$ cat config.mk
export PLATFORM = sky130hd
export DESIGN_NAME = match_flow_controller
export DESIGN_NICKNAME = d
export VERILOG_FILES = /design/src/rtl/game_pkg.sv /design/src/rtl/match_second_timer.sv /design/src/rtl/match_flow_controller.sv
export SDC_FILE = /design/constraint.sdc
export NUM_CORES = 1
export LEC_CHECK = 0
export BUFFER_PORTS_ARGS = -buffer_cell sky130_fd_sc_hd__buf_2
export CAP_MARGIN = 20
export CORE_ASPECT_RATIO = 0.6
export CORE_MARGIN = 1
export CORE_UTILIZATION = 30
export DETAILED_ROUTE_END_ITERATION = 10
export SLEW_MARGIN = 20
export SYNTH_ARGS = -nofsm -noshare
export SYNTH_HDL_FRONTEND = slang
export SYNTH_HIERARCHICAL = 1
export SYNTH_SLANG_ARGS = --single-unit
$ cat constraint.sdc
create_clock -name clk -period 6.9 [get_ports clk]
set_clock_uncertainty 0.2 [all_clocks]
set_input_delay 0.69 -clock clk [delete_from_list [all_inputs] [get_ports clk]]
set_output_delay 0.69 -clock clk [all_outputs]
set_load 0.05 [all_outputs]
$ cat src/rtl/game_pkg.sv
// Shared encodings for the match sequencer: phases, round winners, tick rate.
package game_pkg;
    localparam int TICKS_PER_SEC = 20;

    typedef enum logic [2:0] {
        PH_IDLE      = 3'd0,
        PH_PREP      = 3'd1,
        PH_COUNTDOWN = 3'd2,
        PH_FIGHT     = 3'd3,
        PH_ROUND_END = 3'd4,
        PH_MATCH_END = 3'd5
    } phase_t;

    typedef enum logic [1:0] {
        WIN_NONE = 2'b00,
        WIN_P1   = 2'b01,
        WIN_P2   = 2'b10,
        WIN_DRAW = 2'b11
    } winner_t;
endpackage

$ cat src/rtl/match_second_timer.sv
// Loadable seconds down-counter driven by the game tick through a prescaler.
module match_second_timer
    import game_pkg::*;
#(
    parameter int         TICKS     = TICKS_PER_SEC,
    parameter logic [6:0] RESET_VAL = 7'd60
) (
    input  logic       clk,
    input  logic       reset,
    input  logic       tick,
    input  logic       en,
    input  logic       load,
    input  logic [6:0] load_val,
    output logic [6:0] sec,
    output logic       zero,
    output logic       sec_strobe
);
    logic [4:0] presc;
    logic       wrap;

    assign wrap       = (presc == 5'(TICKS - 1));
    assign sec_strobe = tick && en && wrap;
    assign zero       = (sec == 7'd0);

    // A load restarts the prescaler so every phase gets full-length seconds.
    always_ff @(posedge clk or posedge reset) begin
        if (reset) begin
            sec   <= RESET_VAL;
            presc <= '0;
        end else if (load) begin
            sec   <= load_val;
            presc <= '0;
        end else if (tick && en) begin
            if (wrap) begin
                presc <= '0;
                if (sec != 7'd0)
                    sec <= sec - 7'd1;
            end else begin
                presc <= presc + 5'd1;
            end
        end
    end
endmodule

$ cat src/rtl/match_flow_controller.sv
// Match sequencer: attract, round reset, countdown, timed fight, scoring, match end.
module match_flow_controller
    import game_pkg::*;
#(
    parameter int TICKS_PER_SEC = game_pkg::TICKS_PER_SEC,
    parameter int COUNTDOWN_SEC = 3,
    parameter int ROUND_SEC     = 60,
    parameter int ROUNDS_TO_WIN = 2,
    parameter int RESET_TICKS   = 2,
    parameter int RESULT_TICKS  = 40,
    parameter int HOLD_TICKS    = 40
) (
    input  logic       clk,
    input  logic       reset,
    input  logic       tick,
    input  logic       start_btn,
    input  logic       abort,
    input  logic [1:0] winner,
    input  logic [8:0] health_1,
    input  logic [8:0] health_2,
    output logic       round_reset,
    output logic       inputs_en,
    output logic [2:0] phase,
    output logic [3:0] countdown,
    output logic [6:0] round_time,
    output logic [3:0] round_num,
    output logic [1:0] p1_rounds,
    output logic [1:0] p2_rounds,
    output logic [1:0] match_winner
);
    phase_t     state, nxt;
    logic [5:0] cnt, cnt_nxt;
    logic [3:0] rn, rn_nxt;
    logic [1:0] p1, p1_nxt, p2, p2_nxt, mw, mw_nxt;
    winner_t    res;
    logic       ld, zero, strb;
    logic [6:0] ld_val, sec;

    match_second_timer #(
        .TICKS     (TICKS_PER_SEC),
        .RESET_VAL (7'(ROUND_SEC))
    ) u_timer (
        .clk        (clk),
        .reset      (reset),
        .tick       (tick),
        .en         (state == PH_COUNTDOWN || state == PH_FIGHT),
        .load       (ld),
        .load_val   (ld_val),
        .sec        (sec),
        .zero       (zero),
        .sec_strobe (strb)
    );

    always_ff @(posedge clk or posedge reset) begin
        if (reset) begin
            state <= PH_IDLE;
            cnt   <= '0;
            rn    <= 4'd1;
            p1    <= '0;
            p2    <= '0;
            mw    <= WIN_NONE;
        end else begin
            state <= nxt;
            cnt   <= cnt_nxt;
            rn    <= rn_nxt;
            p1    <= p1_nxt;
            p2    <= p2_nxt;
            mw    <= mw_nxt;
        end
    end

    always_comb begin
        nxt     = state;
        cnt_nxt = cnt;
        rn_nxt  = rn;
        p1_nxt  = p1;
        p2_nxt  = p2;
        mw_nxt  = mw;
        res     = WIN_NONE;
        if (tick) begin
            if (abort) begin
                nxt    = PH_IDLE;
                rn_nxt = 4'd1;
                p1_nxt = '0;
                p2_nxt = '0;
                mw_nxt = WIN_NONE;
            end else begin
                case (state)
                    PH_IDLE, PH_MATCH_END: begin
                        if (!start_btn)
                            cnt_nxt = '0;
                        else if (cnt == 6'(HOLD_TICKS - 1)) begin
                            nxt    = PH_PREP;
                            rn_nxt = 4'd1;
                            p1_nxt = '0;
                            p2_nxt = '0;
                            mw_nxt = WIN_NONE;
                        end else
                            cnt_nxt = cnt + 6'd1;
                    end
                    PH_PREP: begin
                        if (cnt == 6'(RESET_TICKS - 1))
                            nxt = PH_COUNTDOWN;
                        else
                            cnt_nxt = cnt + 6'd1;
                    end
                    PH_COUNTDOWN: begin
                        if (zero || (strb && sec == 7'd1))
                            nxt = PH_FIGHT;
                    end
                    PH_FIGHT: begin
                        if (winner_t'(winner) != WIN_NONE || zero) begin
                            nxt = PH_ROUND_END;
                            // A KO reported on the timeout tick outranks the health compare.
                            if (winner_t'(winner) != WIN_NONE)
                                res = winner_t'(winner);
                            else if (health_1 > health_2)
                                res = WIN_P1;
                            else if (health_2 > health_1)
                                res = WIN_P2;
                            else
                                res = WIN_DRAW;
                            if (res == WIN_P1 && p1 != 2'(ROUNDS_TO_WIN))
                                p1_nxt = p1 + 2'd1;
                            if (res == WIN_P2 && p2 != 2'(ROUNDS_TO_WIN))
                                p2_nxt = p2 + 2'd1;
                        end
                    end
                    PH_ROUND_END: begin
                        if (cnt == 6'(RESULT_TICKS - 1)) begin
                            if (p1 == 2'(ROUNDS_TO_WIN)) begin
                                mw_nxt = WIN_P1;
                                nxt    = PH_MATCH_END;
                            end else if (p2 == 2'(ROUNDS_TO_WIN)) begin
                                mw_nxt = WIN_P2;
                                nxt    = PH_MATCH_END;
                            end else begin
                                nxt = PH_PREP;
                                if (rn != 4'd15)
                                    rn_nxt = rn + 4'd1;
                            end
                        end else
                            cnt_nxt = cnt + 6'd1;
                    end
                    default: nxt = PH_IDLE;
                endcase
            end
        end
        // Every state entry restarts the tick counter and the seconds prescaler.
        ld = tick && (abort || nxt != state);
        if (ld)
            cnt_nxt = '0;
        case (nxt)
            PH_COUNTDOWN:                 ld_val = 7'(COUNTDOWN_SEC);
            PH_FIGHT, PH_IDLE, PH_PREP:   ld_val = 7'(ROUND_SEC);
            default:                      ld_val = sec;
        endcase
    end

    assign phase        = state;
    assign round_reset  = (state == PH_IDLE) || (state == PH_PREP);
    assign inputs_en    = (state == PH_FIGHT);
    assign countdown    = (state == PH_COUNTDOWN) ? sec[3:0] : 4'd0;
    assign round_time   = (state == PH_COUNTDOWN) ? 7'(ROUND_SEC) : sec;
    assign round_num    = rn;
    assign p1_rounds    = p1;
    assign p2_rounds    = p2;
    assign match_winner = mw;
endmodule
==> results of run 1 <==
-- metal layers --
metal	up-vias	global-route usage	routed length (µm)
met3	9	0.0291	395
met5	-	0	0
li1	1228	-	-
met1	1170	0.230	3570
met4	0	0.0488	87
met2	97	0.225	2850
-- registers in the layout (all words and copies together), names as in the netlist --
register       cells
match_winner       2
u_timer/sec        7
round_num          4
p2_rounds          2
u_timer/presc      5
p1_rounds          2
cnt                6
phase              3
-- per-stage QoR --
stage	setup slack (ns)	total power, W	cell area [µm²]
2_1_floorplan	3.57	0.000295	2620
3_3_place_gp	3.20	0.000328	2970
3_5_place_dp	2.96	0.000328	2970
4_1_cts	2.95	0.000560	3130
5_1_grt	2.58	0.000583	3130
6_report	2.85	0.000557	3130
-- how the worst min path moves through the flow --
stage / start / to / slack (ns) / cells past startpoint
finish: reset / u_timer/presc[1] / 0.26 / 2
global route: reset / u_timer/presc[1] / 0.30 / 2
CTS: reset / u_timer/presc[1] / 0.28 / 2
detailed placement: round_num[0] / round_num[0] / 0.32 / 2
global placement: match_winner[1] / match_winner[1] / 0.31 / 2
floorplan: cnt[0] / cnt[0] / 0.30 / 1
-- where the power goes --
| part | internal, W | leakage, nW | switching (W) |
|---|---|---|---|
| Clock | 0.000153 | 0.0772 | 0.0000769 |
| Combinational | 0.0000401 | 0.894 | 0.0000768 |
| Sequential | 0.000193 | 0.413 | 0.0000168 |
-- cell families after synthesis --
kind of cell	count (synthesis)	synth area share
mux	4	0.0167
flops	31	0.298
xor+xnor	6	0.0200
compound gates	95	0.274
buf+inv	37	0.0582
fa+ha+maj	17	0.0811
simple gates	116	0.252
-- critical path: cells and delay by family (launching register included) --
kind / cells / cell delay (ns)
flip-flops: 1 / 0.68
multiplexers: 1 / 0.31
AO/OA/AOI/OAI: 3 / 0.70
AND/OR/NAND/NOR: 6 / 1.68
buffers and inverters: 2 / 0.40
-- cells in the final DEF, fill, tap and decap left out, drive strengths merged, types with 6 or more instances in the layout --
| master | count |
|---|---|
| buf | 50 |
| inv | 30 |
| o21ai | 27 |
| dfrtp | 26 |
| nand2 | 24 |
| nor2 | 23 |
| a21oi | 23 |
| ha | 17 |
| nand3 | 9 |
| nor3 | 9 |
| nor2b | 8 |
| clkbuf | 8 |
| and2 | 7 |
| a31oi | 6 |
| o21a | 6 |
-- layout make-up --
cell class / instances / area, µm²
clock buffer: 8 / 156
fill: 850 / 5360
tap: 112 / 140
sequential: 31 / 782
multi-input combinational: 238 / 1690
inverter: 30 / 113
timing repair buffer: 50 / 250
==> flow_metrics.env, run 1 <==
export IMPL_ctsHoldBuffers=0
export IMPL_wl_um=6900
export IMPL_hold_viol_final=0
export IMPL_slowest_delay_ns=0.68
export IMPL_antenna_found_initial=0
export IMPL_cts_root_buf="clkbuf_16"
export IMPL_reg2regPathDepth=12
export IMPL_first_global_vias=2187
export IMPL_fin_setup_tns_ns=0
export IMPL_rrSetupSlack_ns=2.85
export IMPL_drive_gt1_frac=0.244
export IMPL_synthTopCellsByArea="dfrtp_1 (25%), ha_1 (8.1%), dfstp_2 (5.0%), inv_1 (4.3%), a21oi_1 (4.2%)"
export IMPL_cts_buffer_depth=2
export IMPL_cp_cell_sequence="nand2b_1 -> inv_1 -> nand2_1 -> nor2_1 -> nor4b_1 -> a41o_1 -> a221o_1 -> nand3_1 -> o21ai_2 -> and2_1 -> inv_1 -> mux2_2"
export IMPL_outcome="completed"
export IMPL_dieArea_um2=9140
export IMPL_clock_sinks=31
export IMPL_portBuffers=50
export IMPL_arrival_ns=4.05
export IMPL_syn_area_um2=2620
export IMPL_layout_cells_non_filler=469
export IMPL_clock_latency_ns=0.28
export IMPL_crit_path_start="phase[1]"
export IMPL_async_reset_ff_frac=1.00
export IMPL_synth_top_area_share=0.248
export IMPL_drtPass1Iterations=7
export IMPL_wire_per_inst_um=14.7
export IMPL_grt_first_pass_wirelength_um=10900
export IMPL_setup_violations=0
export IMPL_fp_row_count=26
export IMPL_yosysSeqAreaShare=0.298
export IMPL_clk_pin_slew_ns=0.05
export IMPL_cts_tree="done"
export IMPL_yosys_area_top_type="dfrtp_1"
export IMPL_tightestPinTransition_ns=0.805
export IMPL_antenna_left=0
export IMPL_crit_path_end="u_timer/sec[5]"
export IMPL_die_x_um=123
export IMPL_via_per_inst=5.34
export IMPL_core_area_um2=8490
export IMPL_vdd_drop_max_mv=0.0898
export IMPL_synth_commonest_cells="inv_1 (30), dfrtp_1 (26), nand2_1 (24), nor2_1 (23)"
export IMPL_cts_inserted_buffers=5
export IMPL_drtIter0Drc=258
export IMPL_yosys_warnings=6
export IMPL_syn_num_nets=348
export IMPL_synth_seq_cells=31
export IMPL_die_y_um=74.4
export IMPL_syn_inst=306
export IMPL_p_leak_nw=1.38
export IMPL_synth_edff_count=0
export IMPL_hold_path_class="input port to asynchronous set/reset pin"
export IMPL_grt_overflow_total=0
export IMPL_path_max_fanout=17
export IMPL_nets=398
export IMPL_grt_start_max_net_pins=20
export IMPL_postCtsSetupBuffers=0
export IMPL_rsz0062_at_grt="false"
export IMPL_critical_path_class="register to register"
export IMPL_reg2reg_to="u_timer/sec[5]"
export IMPL_initial_core_util=0.309
export IMPL_fin_util=0.369
export IMPL_period_share=0.587
export IMPL_place_inst=461
export IMPL_cap_violations=0
export IMPL_finalCriticalPeriod_ns=4.05
export IMPL_slew_headroom=0.463
export IMPL_avgSynthCellArea_um2=8.57
export IMPL_via_count=2504
export IMPL_r2r_start="phase[1]"
export IMPL_hpwl_um=5330
export IMPL_cp_slowest_cell="dfrtp_1"
export IMPL_n_antenna_cell=0
export IMPL_cpMostUsedCell="inv_1"
export IMPL_whs_ns=0.260
export IMPL_slew_viol_final=0
export IMPL_cp_end_kind="register"
export IMPL_max_freq_mhz=247
export IMPL_gp_congestion=0.899
export IMPL_powerDensity_nw_per_um2=178
export IMPL_synthDistinctLibCells=73
export IMPL_yosys_most_used_dff="dfrtp_1"
export IMPL_crit_required_ns=6.90
export IMPL_ios=51
export IMPL_drc=0
export IMPL_grt_usage=0.155
export IMPL_worstSetupStartpointType="register"
export IMPL_syn2layout_area_growth_pct=19.3
export IMPL_post_synth_top_count_cell="inv_1"
export IMPL_h_tree_depth=2
export IMPL_cts_resized=0
(Power assumes the default switching activity.)
==> run 2, diff against run 1 <==
==> constraint.sdc (replaced) <==
create_clock -name clk -period 4.1 [get_ports clk]
set_clock_uncertainty 0.2 [all_clocks]
set_input_delay 0.41 -clock clk [delete_from_list [all_inputs] [get_ports clk]]
set_output_delay 0.41 -clock clk [all_outputs]
set_load 0.05 [all_outputs]
==> flow_metrics.env, run 2 (synthesis results as in run 1) <==
export IMPL_drive_gt1_frac=0.251
export IMPL_fp_row_count=26
export IMPL_period_share=0.835
export IMPL_antenna_found_initial=0
export IMPL_via_count=2563
export IMPL_syn2layout_area_growth_pct=20.8
export IMPL_layout_common_cells="buf_2 (50), inv_1 (30), dfrtp_1 (26)"
export IMPL_slew_headroom=0.490
export IMPL_critical_path_class="register to register"
export IMPL_hold_path_class="input port to register"
export IMPL_slew_viol_final=0
export IMPL_core_area_um2=8490
export IMPL_cts_resized=0
export IMPL_initial_core_util=0.309
export IMPL_setup_violations=0
export IMPL_grt_usage=0.154
export IMPL_clock_latency_ns=0.28
export IMPL_drtPass1Iterations=5
export IMPL_h_tree_depth=2
export IMPL_path_max_fanout=14
export IMPL_cts_buffer_depth=2
export IMPL_ctsHoldBuffers=1
export IMPL_antenna_left=0
export IMPL_cts_inserted_buffers=5
export IMPL_fin_setup_tns_ns=0
export IMPL_clk_pin_slew_ns=0.05
export IMPL_slowest_delay_ns=0.37
export IMPL_largest_register="u_timer/sec"
export IMPL_via_per_inst=5.41
export IMPL_fillers=861
export IMPL_cp_end_kind="register"
export IMPL_cap_violations=0
export IMPL_hpwl_um=5370
export IMPL_final_common_cell="buf_2"
export IMPL_clock_sinks=31
export IMPL_worstSetupStartpointType="register"
export IMPL_largest_reg_flops=7
export IMPL_cpMostUsedCell="nand2_1"
export IMPL_nets=403
export IMPL_first_global_vias=2235
export IMPL_max_freq_mhz=292
export IMPL_grt_start_max_net_pins=20
export IMPL_die_x_um=123
export IMPL_arrival_ns=3.41
export IMPL_wl_um=6760
export IMPL_drtIter0Drc=186
export IMPL_cp_cell_sequence="nand2b_1 -> inv_1 -> nand2_1 -> nor2_1 -> nor4b_1 -> a41o_1 -> a221o_1 -> nand3_1 -> o21ai_2 -> and2_1 -> buf_4 -> nand2_1 -> o21ai_1"
export IMPL_worst_path_buf_inv=2
export IMPL_powerDensity_nw_per_um2=296
export IMPL_drc=0
export IMPL_tightestPinTransition_ns=0.764
export IMPL_postCtsSetupBuffers=0
export IMPL_grt_first_pass_wirelength_um=11000
export IMPL_crit_required_ns=4.09
export IMPL_whs_ns=0.306
export IMPL_portBuffers=50
export IMPL_layout_cells_non_filler=474
export IMPL_critPathTopFamily="simple AND/OR/NAND/NOR gates"
export IMPL_gp_congestion=0.880
export IMPL_finalCriticalPeriod_ns=3.42
export IMPL_rsz0062_at_grt="false"
export IMPL_die_y_um=74.4
export IMPL_outcome="completed"
export IMPL_hold_viol_final=0
export IMPL_reg_largest_list="u_timer/sec x7, cnt x6, u_timer/presc x5"
export IMPL_cts_root_buf="clkbuf_16"
export IMPL_n_antenna_cell=0
export IMPL_ios=51
export IMPL_place_inst=465
export IMPL_wire_per_inst_um=14.3
export IMPL_pre_cts_ws_ns=0.743
export IMPL_cp_slowest_cell="dfrtp_1"
export IMPL_setup_slack_ns=0.678
export IMPL_vdd_drop_max_mv=0.167
export IMPL_grt_overflow_total=0
export IMPL_total_power_w=0.000938
export IMPL_dieArea_um2=9140
export IMPL_p_leak_nw=1.41
export IMPL_cts_tree="done"
## run 2: cell count changes in the layout (fill, tap and decap cells not counted)
cell,change
buf_4,+4
dlygate4sd3_1,+1
## run 2: where the power goes
part           switching [W]  internal, W
Combinational       0.000135    0.0000708
Clock               0.000127     0.000258
Sequential         0.0000217     0.000325
## run 2: layout make-up
class | count | area, µm² | area share
multi-input combinational | 238 | 1690 | 0.533
sequential | 31 | 782 | 0.247
timing repair buffer | 55 | 290 | 0.0916
clock buffer | 8 | 156 | 0.0493
tap | 112 | 140 | 0.0442
inverter | 30 | 113 | 0.0355
## run 2: path summary, 6_finish.rpt
kind                                 startpoint  cells after the start          endpoint  slack, ns
worst max-delay path                   phase[2]                     13    u_timer/sec[0]       0.68
worst min-delay path                      abort                      2          phase[0]       0.31
worst max register to register         phase[2]                     13    u_timer/sec[0]       0.68
worst min register to register  match_winner[1]                      2   match_winner[1]       0.32
max in group asynchronous                 reset                      3          phase[1]       2.59
min in group asynchronous                 reset                      3  u_timer/presc[0]       0.52
## run 2: metal layers
layer | share of wire | routed length, µm | up-vias | global-route usage
li1 | - | - | 1245 | -
met1 | 0.53 | 3610 | 1239 | 0.241
met2 | 0.41 | 2750 | 73 | 0.212
met3 | 0.053 | 357 | 6 | 0.0284
met4 | 0.0067 | 45 | 0 | 0.0379
met5 | 0 | 0 | - | 0
## run 2: metrics by stage
| stage | utilization | cell area (µm²) |
|---|---|---|
| after global routing | 0.373 | 3170 |
| after floorplan | - | 2620 |
| after detailed placement | 0.354 | 3000 |
| after CTS | 0.373 | 3170 |
| final | 0.373 | 3170 |
| after global placement | 0.354 | 3000 |
